File: config.mk
export PLATFORM = sky130hd
export DESIGN_NAME = bf_io_bridge
export DESIGN_NICKNAME = d
export VERILOG_FILES = /design/src/rtl/bf_io_bridge.sv
export SDC_FILE = /design/constraint.sdc
export NUM_CORES = 1
export LEC_CHECK = 0
export CAP_MARGIN = 20
export CELL_PAD_IN_SITES_DETAIL_PLACEMENT = 1
export CELL_PAD_IN_SITES_GLOBAL_PLACEMENT = 2
export CORE_ASPECT_RATIO = 1.75
export CORE_MARGIN = 4
export CORE_UTILIZATION = 25
export CTS_CLUSTER_SIZE = 8
export DETAILED_ROUTE_END_ITERATION = 16
export GPL_ROUTABILITY_DRIVEN = 1
export HOLD_SLACK_MARGIN = 0.05
export PLACE_DENSITY = 0.53
export SYNTH_ARGS = -nofsm -noshare
export SYNTH_HDL_FRONTEND = slang
export SYNTH_SLANG_ARGS = --single-unit
File: constraint.sdc
create_clock -name clk -period 4 [get_ports clk]
set_input_delay 0.4 -clock clk [delete_from_list [all_inputs] [get_ports clk]]
set_output_delay 0.4 -clock clk [all_outputs]
set_load 0.02 [all_outputs]
File: src/rtl/bf_io_bridge.sv
// Buffered byte-I/O bridge between the brainfuck core and the UART pair:
// a TX FIFO drained through a start/ready handshake and an RX FIFO that serves stdin requests.
module bf_io_bridge #(
  parameter int DATA_WIDTH = 8,
  parameter int TX_DEPTH   = 16,
  parameter int RX_DEPTH   = 16,
  parameter int LVL_W      = $clog2((TX_DEPTH > RX_DEPTH) ? TX_DEPTH : RX_DEPTH) + 1
) (
  input  logic                  clk,
  input  logic                  reset,
  input  logic [DATA_WIDTH-1:0] stdout,
  input  logic                  stdout_en,
  input  logic                  stdin_req,
  output logic [DATA_WIDTH-1:0] stdin,
  output logic                  stdin_valid,
  output logic                  cpu_en,
  output logic [DATA_WIDTH-1:0] uart_tx_data,
  output logic                  uart_tx_start,
  input  logic                  uart_tx_ready,
  input  logic [DATA_WIDTH-1:0] uart_rx_data,
  input  logic                  uart_rx_valid,
  input  logic                  flag_clr,
  output logic [LVL_W-1:0]      tx_level,
  output logic [LVL_W-1:0]      rx_level,
  output logic                  tx_overflow,
  output logic                  rx_overflow
);

  localparam int TX_AW = $clog2(TX_DEPTH);
  localparam int RX_AW = $clog2(RX_DEPTH);
  localparam logic [LVL_W-1:0] TX_FULL_LVL = LVL_W'(TX_DEPTH);
  localparam logic [LVL_W-1:0] RX_FULL_LVL = LVL_W'(RX_DEPTH);
  localparam logic [LVL_W-1:0] TX_LAST     = LVL_W'(TX_DEPTH - 1);
  localparam logic [LVL_W-1:0] RX_LAST     = LVL_W'(RX_DEPTH - 1);
  localparam logic [LVL_W-1:0] LVL_ZERO    = {LVL_W{1'b0}};
  localparam logic [LVL_W-1:0] LVL_ONE     = {{(LVL_W-1){1'b0}}, 1'b1};

  typedef enum logic [1:0] {
    S_IDLE      = 2'd0,
    S_START     = 2'd1,
    S_WAIT_BUSY = 2'd2,
    S_WAIT_DONE = 2'd3
  } tx_state_t;

  function automatic logic [LVL_W-1:0] ptr_inc(input logic [LVL_W-1:0] ptr,
                                               input logic [LVL_W-1:0] last);
    logic [LVL_W-1:0] nxt;
    if (ptr == last) nxt = LVL_ZERO;
    else             nxt = ptr + LVL_ONE;
    return nxt;
  endfunction

  function automatic logic [LVL_W-1:0] lvl_next(input logic [LVL_W-1:0] lvl,
                                                input logic inc, input logic dec);
    logic [LVL_W-1:0] nxt;
    case ({inc, dec})
      2'b10:   nxt = lvl + LVL_ONE;
      2'b01:   nxt = lvl - LVL_ONE;
      default: nxt = lvl;
    endcase
    return nxt;
  endfunction

  logic [DATA_WIDTH-1:0] tx_mem [TX_DEPTH];
  logic [DATA_WIDTH-1:0] rx_mem [RX_DEPTH];

  tx_state_t             state_q, state_d;
  logic [LVL_W-1:0]      tx_wr_q, tx_rd_q, tx_lvl_q, tx_lvl_d;
  logic [LVL_W-1:0]      rx_wr_q, rx_rd_q, rx_lvl_q, rx_lvl_d;
  logic                  stdout_en_q;
  logic [DATA_WIDTH-1:0] tx_data_q, tx_data_d;
  logic                  tx_start_q, tx_start_d;
  logic                  tx_ovf_q, tx_ovf_d, rx_ovf_q, rx_ovf_d;
  logic [DATA_WIDTH-1:0] stdin_q, stdin_d;
  logic                  stdin_valid_q, armed_q, armed_d;

  logic tx_full_s, tx_empty_s, tx_push_s, tx_pop_s, tx_wr_s;
  logic rx_full_s, rx_empty_s, rx_pop_s, rx_wr_s;

  // A push into a full FIFO is still accepted when the same cycle frees a slot.
  assign tx_full_s  = (tx_lvl_q == TX_FULL_LVL);
  assign tx_empty_s = (tx_lvl_q == LVL_ZERO);
  assign tx_push_s  = stdout_en & ~stdout_en_q;
  assign tx_pop_s   = (state_q == S_IDLE) & ~tx_empty_s & uart_tx_ready;
  assign tx_wr_s    = tx_push_s & (~tx_full_s | tx_pop_s);
  assign tx_lvl_d   = lvl_next(tx_lvl_q, tx_wr_s, tx_pop_s);

  assign rx_full_s  = (rx_lvl_q == RX_FULL_LVL);
  assign rx_empty_s = (rx_lvl_q == LVL_ZERO);
  assign rx_pop_s   = armed_q & stdin_req & ~rx_empty_s;
  assign rx_wr_s    = uart_rx_valid & (~rx_full_s | rx_pop_s);
  assign rx_lvl_d   = lvl_next(rx_lvl_q, rx_wr_s, rx_pop_s);

  // TX handshake FSM: latch the head byte, pulse start, then follow the UART's busy cycle.
  always_comb begin
    state_d    = state_q;
    tx_data_d  = tx_data_q;
    tx_start_d = 1'b0;
    case (state_q)
      S_IDLE: begin
        if (tx_pop_s) begin
          tx_data_d  = tx_mem[tx_rd_q[TX_AW-1:0]];
          tx_start_d = 1'b1;
          state_d    = S_START;
        end else begin
          state_d    = S_IDLE;
        end
      end
      S_START: state_d = S_WAIT_BUSY;
      S_WAIT_BUSY: begin
        if (!uart_tx_ready) state_d = S_WAIT_DONE;
        else                state_d = S_WAIT_BUSY;
      end
      S_WAIT_DONE: begin
        if (uart_tx_ready) state_d = S_IDLE;
        else               state_d = S_WAIT_DONE;
      end
      default: state_d = S_IDLE;
    endcase
  end

  // Stdin delivery, re-arm and sticky flags; a flag set beats a simultaneous clear.
  always_comb begin
    stdin_d = stdin_q;
    armed_d = armed_q;
    if (rx_pop_s) begin
      stdin_d = rx_mem[rx_rd_q[RX_AW-1:0]];
      armed_d = 1'b0;
    end else if (!stdin_req) begin
      armed_d = 1'b1;
    end else begin
      armed_d = armed_q;
    end
    if (tx_push_s && !tx_wr_s) tx_ovf_d = 1'b1;
    else if (flag_clr)         tx_ovf_d = 1'b0;
    else                       tx_ovf_d = tx_ovf_q;
    if (uart_rx_valid && !rx_wr_s) rx_ovf_d = 1'b1;
    else if (flag_clr)             rx_ovf_d = 1'b0;
    else                           rx_ovf_d = rx_ovf_q;
  end

  // Control and pointer registers.
  always_ff @(posedge clk or posedge reset) begin
    if (reset) begin
      state_q       <= S_IDLE;
      tx_wr_q       <= LVL_ZERO;
      tx_rd_q       <= LVL_ZERO;
      tx_lvl_q      <= LVL_ZERO;
      rx_wr_q       <= LVL_ZERO;
      rx_rd_q       <= LVL_ZERO;
      rx_lvl_q      <= LVL_ZERO;
      stdout_en_q   <= 1'b0;
      tx_data_q     <= {DATA_WIDTH{1'b0}};
      tx_start_q    <= 1'b0;
      tx_ovf_q      <= 1'b0;
      rx_ovf_q      <= 1'b0;
      stdin_q       <= {DATA_WIDTH{1'b0}};
      stdin_valid_q <= 1'b0;
      armed_q       <= 1'b1;
    end else begin
      state_q       <= state_d;
      tx_wr_q       <= tx_wr_s  ? ptr_inc(tx_wr_q, TX_LAST) : tx_wr_q;
      tx_rd_q       <= tx_pop_s ? ptr_inc(tx_rd_q, TX_LAST) : tx_rd_q;
      tx_lvl_q      <= tx_lvl_d;
      rx_wr_q       <= rx_wr_s  ? ptr_inc(rx_wr_q, RX_LAST) : rx_wr_q;
      rx_rd_q       <= rx_pop_s ? ptr_inc(rx_rd_q, RX_LAST) : rx_rd_q;
      rx_lvl_q      <= rx_lvl_d;
      stdout_en_q   <= stdout_en;
      tx_data_q     <= tx_data_d;
      tx_start_q    <= tx_start_d;
      tx_ovf_q      <= tx_ovf_d;
      rx_ovf_q      <= rx_ovf_d;
      stdin_q       <= stdin_d;
      stdin_valid_q <= rx_pop_s;
      armed_q       <= armed_d;
    end
  end

  // FIFO storage needs no reset; occupancy is tracked by the level counters.
  always_ff @(posedge clk) begin
    if (tx_wr_s) tx_mem[tx_wr_q[TX_AW-1:0]] <= stdout;
    if (rx_wr_s) rx_mem[rx_wr_q[RX_AW-1:0]] <= uart_rx_data;
  end

  assign stdin         = stdin_q;
  assign stdin_valid   = stdin_valid_q;
  assign uart_tx_data  = tx_data_q;
  assign uart_tx_start = tx_start_q;
  assign tx_level      = tx_lvl_q;
  assign rx_level      = rx_lvl_q;
  assign tx_overflow   = tx_ovf_q;
  assign rx_overflow   = rx_ovf_q;
  assign cpu_en        = ~tx_full_s & ~(stdin_req & armed_q);

endmodule

### Word-level counts from Yosys, hierarchy flattened

Memories as Yosys holds them, arrays and structs flattened. A register that Yosys moved wholly into a read port is not among the register bits.
Cells that the tools add are included.

| word-level totals | value |
|---|---|
| register bits | 38 |
| RAM bits | 256 |
| bits of input ports | 23 |
| word-level logic and storage cells | 86 |
| memories | 2 |

Memories:

| name | depth | width | read ports | clocked after memory_dff | wr ports | line | RTL |
|---|---|---|---|---|---|---|---|
| rx_mem | 16 | 8 | 1 | 1 | 1 | 65 | `logic [DATA_WIDTH-1:0] rx_mem [RX_DEPTH];` |
| tx_mem | 16 | 8 | 1 | 1 | 1 | 64 | `logic [DATA_WIDTH-1:0] tx_mem [TX_DEPTH];` |

| operators by class | value |
|---|---|
| add/sub/neg operators | 8 |
| eq/ne operators | 14 |
| multiplexer cells | 21 |
| bitwise logic cells | 16 |
| reduce and logical (&&, ||, !) cells | 12 |

Operator list:

| cell | count |
|---|---|
| adder 5 x 1 -> 5 bit (second input constant) | 6 |
| equality test 5 x 4 -> 1 bit (second input constant) | 4 |
| two-way mux 5 bit | 4 |
| case mux 5 bit (2 select lines) | 2 |
| two-way mux 1 bit | 13 |
| equality test 5 bit (second input constant) | 2 |
| zero test 5 bit | 2 |
| subtractor 5 x 1 -> 5 bit (second input constant) | 2 |
| bitwise AND 1 bit | 8 |
| equality test 2 bit (second input constant) | 4 |
| case mux 2 bit (4 select lines) | 1 |
| nonzero test 2 bit | 4 |
| equality test 2 x 1 -> 1 bit (second input constant) | 3 |
| NOT 1 bit | 6 |
| logical AND 1 bit | 2 |
| zero test 1 bit | 2 |
| zero test 2 bit | 1 |
| two-way mux 2 bit | 1 |
| != test 2 x 1 -> 1 bit (second input constant) | 1 |
| bitwise OR 1 bit | 2 |
| AND reduction 2 bit | 1 |

### Logic depth before layout (Yosys ltp)

Gate-level depths: netlist of run 1.

| logic depth | value |
|---|---|
| depth after elaboration | 9 |
| mapped depth | 12 |

### Worst setup path after synthesis of run 1

No wires, ideal clock.

| timing path | value |
|---|---|
| path kind | register to register |
| start point | reg rx_lvl_q[0], in the netlist rx_level[0] |
| end point | reg rx_lvl_q[4], in the netlist rx_level[4] |
| setup time | 136 ps |
| arrival time | 2872 ps |
| slack | 992 ps |
| cell stages (with the launch flop) | 11 |
| path buffers | 0 |
| period minus slack after synthesis | 3008 ps |
| path through | dfrtp_1 or4_4 o21bai_4 inv_2 ha_1 ha_1 nor2b_1 o21ai_0 a21oi_1 or3b_2 xnor2_1 |

| between the ends | value |
|---|---|
| word-level cells in the longest chain between the ends | 7 |
| elaborated cells between the ends (all ways) | 13 |
| classes of those cells | 2 x add/sub; 3 x eq/ne; 1 x mux; 5 x bitwise; 2 x reduce/logical |

Ends and longest elaborated chain:

| item | line | RTL |
|---|---|---|
| start, declared | 69 | `logic [LVL_W-1:0] rx_wr_q, rx_rd_q, rx_lvl_q, rx_lvl_d;` |
| start signal, assigned | 167 | `rx_lvl_q <= rx_lvl_d;` |
| zero test 5 bit * | 89 | `assign rx_empty_s = (rx_lvl_q == LVL_ZERO);` |
| NOT 1 bit * | 90 | `assign rx_pop_s = armed_q & stdin_req & ~rx_empty_s;` |
| bitwise AND 1 bit * | 90 |  |
| named net rx_pop_s | 78 | `logic rx_full_s, rx_empty_s, rx_pop_s, rx_wr_s;` |
| bitwise OR 1 bit | 91 | `assign rx_wr_s = uart_rx_valid & (~rx_full_s \| rx_pop_s);` |
| bitwise AND 1 bit | 91 |  |
| equality test 2 x 1 -> 1 bit / equality test 2 bit (equally long branches) | 56 | `case ({inc, dec})` |
| case mux 5 bit (2 select lines) / nonzero test 2 bit (equally long branches) | n/a |  |

The timed path passes the listed nets; every way through them passes the cells marked *.
A chain may end at the register's enable or synchronous reset.

### Worst setup path after layout of run 1

Same ends and word-level chain as after synthesis.

==> results.json, run 1 <==
{
  "grt_antenna_before_repair": 0,
  "cts-hold-fix-buffers": 0,
  "regArea_um2": 9040,
  "rows": 108,
  "cts.reportedPaths.clkPinSlew_ns": 0.05,
  "cp_top_family": "simple AND/OR/NAND/NOR gates",
  "fin_crit_ns": 3.11,
  "tritoncts": "yes",
  "hpwl_um": 20500,
  "synth_area_leader_cell": "edfxtp_1",
  "skew_ns": 0.0113,
  "grtUsageMet2_pct": 22.9,
  "synth_top_cell_area_share_pct": 61.4,
  "wl_um": 30500,
  "grt_pass1_wl_um": 46100,
  "portBuffers": 53,
  "ant_nets": 0,
  "drive_gt1_share_pct": 16.9,
  "multi_input_area_um2": 3200,
  "grt_use_met1_pct": 11.5,
  "dieWidth_um": 177,
  "fin_ws_ns": 0.891,
  "ys_seq_elements": 310,
  "syn_area_um2": 12500,
  "end_kind": "flip-flop",
  "area_growth_pct": 21.4,
  "slew-limit-headroom_pct": 35.4,
  "avgSynthCellArea_um2": 17.3,
  "cpMostUsedCell": "ha_1",
  "critical_path.max_stage_delay_ns": 0.58,
  "clock_path_buffers": 3,
  "min_path_type": "in2async",
  "yosys-top-cells-area": "edfxtp_1, dfrtp_1, mux4_2",
  "synthDistinctLibCells": 52,
  "rsz0062_at_grt": "no",
  "cts_resized": 0,
  "path_cells": "or4_4 -> o21bai_4 -> inv_2 -> ha_1 -> ha_1 -> nor2b_1 -> o21ai_0 -> a21oi_1 -> or3b_2 -> xnor2_1",
  "use_met3_pct": 1.91,
  "clock-sinks": 310,
  "root_buffer": "clkbuf_16",
  "die_area_um2": 53900,
  "crit_path_start_kind": "flip-flop",
  "ys.flop_type": "edfxtp_1",
  "grt.busiest_layer": "met2",
  "fp.coreArea_um2": 49600,
  "max_freq_mhz": 322,
  "dp_slack_ns": 0.663,
  "path_class": "reg2reg",
  "setup_tns_ns": 0,
  "fin_crit_sh_pct": 77.7,
  "synth_edf_count": 256,
  "yosysSeqAreaShare_pct": 72.2,
  "cts_setup_buffers": 0,
  "critPathSlowestCell": "or4_4",
  "antenna_cells": 0,
  "worstPathMaxFanout": 11,
  "viasPerCell": 4.34,
  "die_h_um": 304,
  "hold_viol": 0,
  "synthCells": 724,
  "drtPass1Iterations": 4,
  "drt_iter0_drc": 303,
  "grt_max_degree": 40,
  "pwr_density_cell_nw_per_um2": 690,
  "setup_viol": 0,
  "static-leakage-power_nw": 5.21,
  "rr_startpoint": "rx_level[0]",
  "grt_use_total_pct": 11.4,
  "routedWlPerCell_um": 20.1,
  "crit_arrival_ns": 3.52,
  "drc": 0,
  "reg2reg_slack_ns": 0.89,
  "crit_required_ns": 4.41,
  "initial_utilization_pct": 25.2,
  "status": "finished, final reports clean",
  "n_fill_cell": 5181,
  "maxCapViolations": 0,
  "gp_congestion": 0.705,
  "grt_pass1_vias": 7381,
  "reg2reg_to": "rx_level[4]",
  "async_flop_share_pct": 17.4,
  "r2r_cells": 10,
  "grt_remaining_overflow": 0,
  "vias": 6588,
  "crit_buf_inv": 1,
  "slew_viol_final": 0,
  "num_io_pins": 54,
  "worstMarginPinSlew_ns": 0.966,
  "yosysWarnings": 0,
  "h-tree-depth": 2,
  "cts_buffers": 44,
  "layout.nets": 867,
  "worst_skew_pair.late_latency_ns": 0.54,
  "syn_nets": 765,
  "peakVddDrop_v": 0.000243
}
-- worst max path at each step --
stage | cells after the start | slack [ns] | to | start
CTS | 10 | 0.83 | rx_level[4] | rx_level[0]
detailed placement | 12 | 0.66 | rx_level[4] | stdin_req
floorplan | 10 | 0.99 | rx_level[4] | rx_level[0]
finish | 10 | 0.89 | rx_level[4] | rx_level[0]
global route | 12 | 0.69 | rx_level[4] | rx_level[0]
global placement | 12 | 0.69 | rx_level[4] | stdin_req
-- synth_stat cells, types with 3 or more instances --
library cell and instances:
inv_1 20, nand2_1 52, nand3_1 9, a21oi_1 22, nor2_1 37, buf_2 12, nor2b_1 5, o21ai_1 8
o21ai_0 16, mux2_2 9, xor2_1 7, dfrtp_1 53, edfxtp_1 256, clkbuf_1 7, buf_6 3, nand2b_1 6
mux4_2 41, a21o_1 3, mux4_1 7, nor3_1 17, ha_1 17, mux2i_1 41, o22ai_1 17, a22oi_1 9
xnor2_1 8, buf_4 6, buf_1 4
-- logic make-up after synthesis --
group	count (synthesis)	synth area share, %
flip-flops	310	72.2
AND/OR/NAND/NOR	140	5.21
multiplexers	98	12.9
AO/OA/AOI/OAI	89	4.54
buffers and inverters	54	2.23
adder cells (fa/ha/maj)	18	1.86
XOR/XNOR	15	1.05
-- stage by stage --
step | cell area [um2] | total power [mW] | hold slack [ns] | cells | utilization [%]
6_report | 15200 | 10.5 | 0.177 | 1519 | 30.6
2_1_floorplan | 12500 | 6.22 | 0.431 | 724 | -
3_5_place_dp | 13900 | 7.27 | 0.451 | 1440 | 28.1
5_1_grt | 15200 | 11.1 | 0.190 | 1519 | 30.6
4_1_cts | 15200 | 10.7 | 0.165 | 1519 | 30.6
3_3_place_gp | 13900 | 7.24 | 0.453 | 1440 | 28.1
-- power breakdown --
group / total, mW / leakage, nW / switching [mW] / internal [mW]
registers: 4.30 / 2.96 / 0.385 / 3.92
clock network: 3.41 / 0.593 / 1.35 / 2.06
logic: 2.78 / 1.66 / 1.52 / 1.27
-- per-layer routing --
metal	wire length [um]	up-vias
li1	-	3014
met1	10700	3423
met2	17900	102
met3	918	49
met4	998	0
met5	0	-
-- cell usage in the layout (no fill, tap or decap), drive strengths merged, types with 9 or more instances in the layout --
cell type / instances
edfxtp: 256
nand3: 9
clkdlybuf4s50: 53
o22ai: 17
inv: 22
nand2: 52
mux2i: 41
mux4: 48
buf: 36
nor2: 37
nor3: 17
a22oi: 9
mux2: 9
dfrtp: 53
clkbuf: 77
ha: 17
o21ai: 24
a21oi: 22
-- registers in the layout (all words and copies together) (netlist names) --
register / flops
armed_q: 1
state_q: 2
tx_rd_q: 5
stdout_en_q: 1
tx_mem: 128
rx_mem: 128
rx_rd_q: 5
rx_level: 5
rx_wr_q: 5
tx_overflow: 1
stdin_valid: 1
rx_overflow: 1
uart_tx_start: 1
uart_tx_data: 8
stdin: 8
tx_wr_q: 5
tx_level: 5
-- cell type report --
class,instances,share of cell area [%]
multi-input combinational,360,21.1
sequential,310,59.5
tap,660,5.43
clock buffer,77,8.06
clock inverter,2,0.165
timing repair buffer,89,5.27
inverter,21,0.519
Note: power is estimated with default switching activity, not from simulation.
==> run 2, diff against run 1 <==
- PLACE_DENSITY: 0.53 -> 0.55
- clock period: 4 -> 2.7 ns (I/O delays scaled with it)
==> run 2 against run 1 <==
  * Total power up 51%
  * Register-to-register slack got worse by 0.80 ns
  * Highest routed layer unchanged
  * Via count is 0.74% higher
  * Non-clock buffer count is 28 higher
  * Global-route usage decreased by 0.16 points
  * Largest power group unchanged
  * Final cell count rose by 2.0%
  * Clock skew is 0.0088 ns higher
  * Worst hold slack worse by 0.023 ns
==> results.json, run 2 (synthesis gave the netlist of run 1 again) <==
{
  "status": "finished, final reports clean",
  "layout_commonest_cell": "edfxtp_1",
  "setup_viol": 0,
  "h-tree-depth": 2,
  "crit_path_start_kind": "flip-flop",
  "rows": 108,
  "fin_crit_sh_pct": 96.7,
  "die_area_um2": 53900,
  "layout.nets": 895,
  "p_sw_share_pct": 30.6,
  "static-leakage-power_nw": 5.39,
  "clkPwrFrac_pct": 31.9,
  "wl_um": 29900,
  "fin_crit_ns": 2.61,
  "drive_gt1_share_pct": 20.9,
  "gp_congestion": 0.695,
  "path_cells": "or4_4 -> o21bai_4 -> inv_4 -> ha_4 -> ha_4 -> nor2b_4 -> o21ai_2 -> a21oi_1 -> or3b_4 -> xnor2_2",
  "viasPerCell": 4.28,
  "drc": 0,
  "end_kind": "flip-flop",
  "critPathSlowestCell": "or4_4",
  "min_path_type": "in2async",
  "peakVddDrop_v": 0.000532,
  "hold_viol": 0,
  "slew-limit-headroom_pct": 41.9,
  "initial_utilization_pct": 25.2,
  "drt_iter0_drc": 308,
  "mostFrequentLayoutCells": "edfxtp_1, buf_4, clkdlybuf4s50_1",
  "worstPathMaxFanout": 4,
  "vias": 6637,
  "crit_arrival_ns": 3.02,
  "ant_nets": 0,
  "pwr_density_cell_nw_per_um2": 1020,
  "pwr-share-seq_pct": 39.8,
  "grt_remaining_overflow": 0,
  "critical_path.max_stage_delay_ns": 0.56,
  "cts.reportedPaths.clkPinSlew_ns": 0.05,
  "drtPass1Iterations": 4,
  "tritoncts": "yes",
  "hpwl_um": 20600,
  "rr_startpoint": "rx_level[2]",
  "antenna_cells": 0,
  "maxCapViolations": 0,
  "finalPower_mw": 15.9,
  "grt_max_degree": 41,
  "comb_power_share_pct": 28.3,
  "die_h_um": 304,
  "r2r_cells": 10,
  "rsz0062_at_grt": "yes",
  "dieWidth_um": 177,
  "reg2reg_to": "rx_level[4]",
  "fp.coreArea_um2": 49600,
  "max_freq_mhz": 383,
  "cts_buffers": 44,
  "path_class": "reg2reg",
  "slew_viol_final": 0,
  "clock-sinks": 310,
  "worstMarginPinSlew_ns": 0.871,
  "fin_hold_ws_ns": 0.154,
  "n_fill_cell": 5203,
  "worst_skew_pair.late_latency_ns": 0.54,
  "grt_antenna_before_repair": 0,
  "reg2reg_slack_ns": 0.09,
  "routedWlPerCell_um": 19.3,
  "root_buffer": "clkbuf_16",
  "power_switching_mw": 4.86,
  "clock_path_buffers": 3,
  "grt_pass1_vias": 7465,
  "crit_required_ns": 3.11,
  "num_io_pins": 54,
  "portBuffers": 53,
  "area_growth_pct": 24.3,
  "cpMostUsedCell": "ha_4",
  "grt_use_total_pct": 11.2,
  "p_int_mw": 11.0,
  "skew_ns": 0.0201,
  "grt_pass1_wl_um": 45700
}
[run 2: changes by cell type in the layout (fill, tap and decap cells not counted), sizes merged]
cell / previous run / this run
buf: 36 / 64
clkbuf: 77 / 79
inv: 22 / 23
[run 2: stage by stage]
stage               cells  TNS [ns]  setup WS (ns)  cell area [um2]  utilization [%]
floorplan             724  -0.00438       -0.00438            12600                -
global placement     1466         0        0.00127            14200             28.7
detailed placement   1466   -0.0391        -0.0263            14200             28.7
CTS                  1548         0         0.0795            15500             31.3
global route         1550   -0.0243        -0.0243            15600             31.4
finish               1550         0         0.0890            15600             31.4
[run 2: worst max-delay path by stage]
stage / end / slack, ns / from
floorplan: rx_level[4] / -0.004 / rx_level[1]
CTS: rx_level[4] / 0.08 / rx_level[1]
global placement: tx_level[4] / 0.001 / uart_tx_ready
finish: rx_level[4] / 0.09 / rx_level[2]
detailed placement: tx_level[4] / -0.03 / uart_tx_ready
global route: rx_level[4] / -0.02 / rx_level[2]
[run 2: layer usage]
layer  share of wire [%]  global-route usage, %  up-vias
li1                    -                      -     3074
met2                  59                   22.8       93
met3                 2.6                   1.78       56
met4                 3.3                   4.34        0
met1                  35                   11.1     3414
met5                   0                      0        -
[run 2: power groups by stage]
stage / Clock, mW / Combinational [mW] / Sequential (mW)
after floorplan: 0 / 2.81 / 6.44
after global placement: 0 / 4.58 / 6.38
after detailed placement: 0 / 4.62 / 6.40
after CTS: 5.26 / 4.62 / 6.32
after global routing: 5.47 / 4.93 / 6.39
final: 5.07 / 4.49 / 6.31
[run 2: cell type report]
cell class / count / area (um2) / area share [%]
Multi-Input combinational cell: 360 / 3270 / 21.0
Timing Repair Buffer: 117 / 1070 / 6.89
Inverter: 21 / 81.3 / 0.522
Clock buffer: 79 / 1230 / 7.92
Tap cell: 660 / 826 / 5.30
Sequential cell: 310 / 9040 / 58.1
Clock inverter: 3 / 45.0 / 0.289
[run 2: repair_timing]
item	4_1_cts	5_1_grt
resized for setup	0	6
hold buffers	0	0
setup buffers	0	2
endpoints found under the setup margin	0	1
[run 2: critical path: cells and delay by family (launching register included)]
family                     cells  cell delay (ns)
DFF                            1             0.43
xor gates and xnor gates       1             0.13
adders and majority gates      2             0.43
AOI/OAI and AO/OA              3             0.36
and+or+nand+nor                3             1.08
buffers and inverters          1             0.05
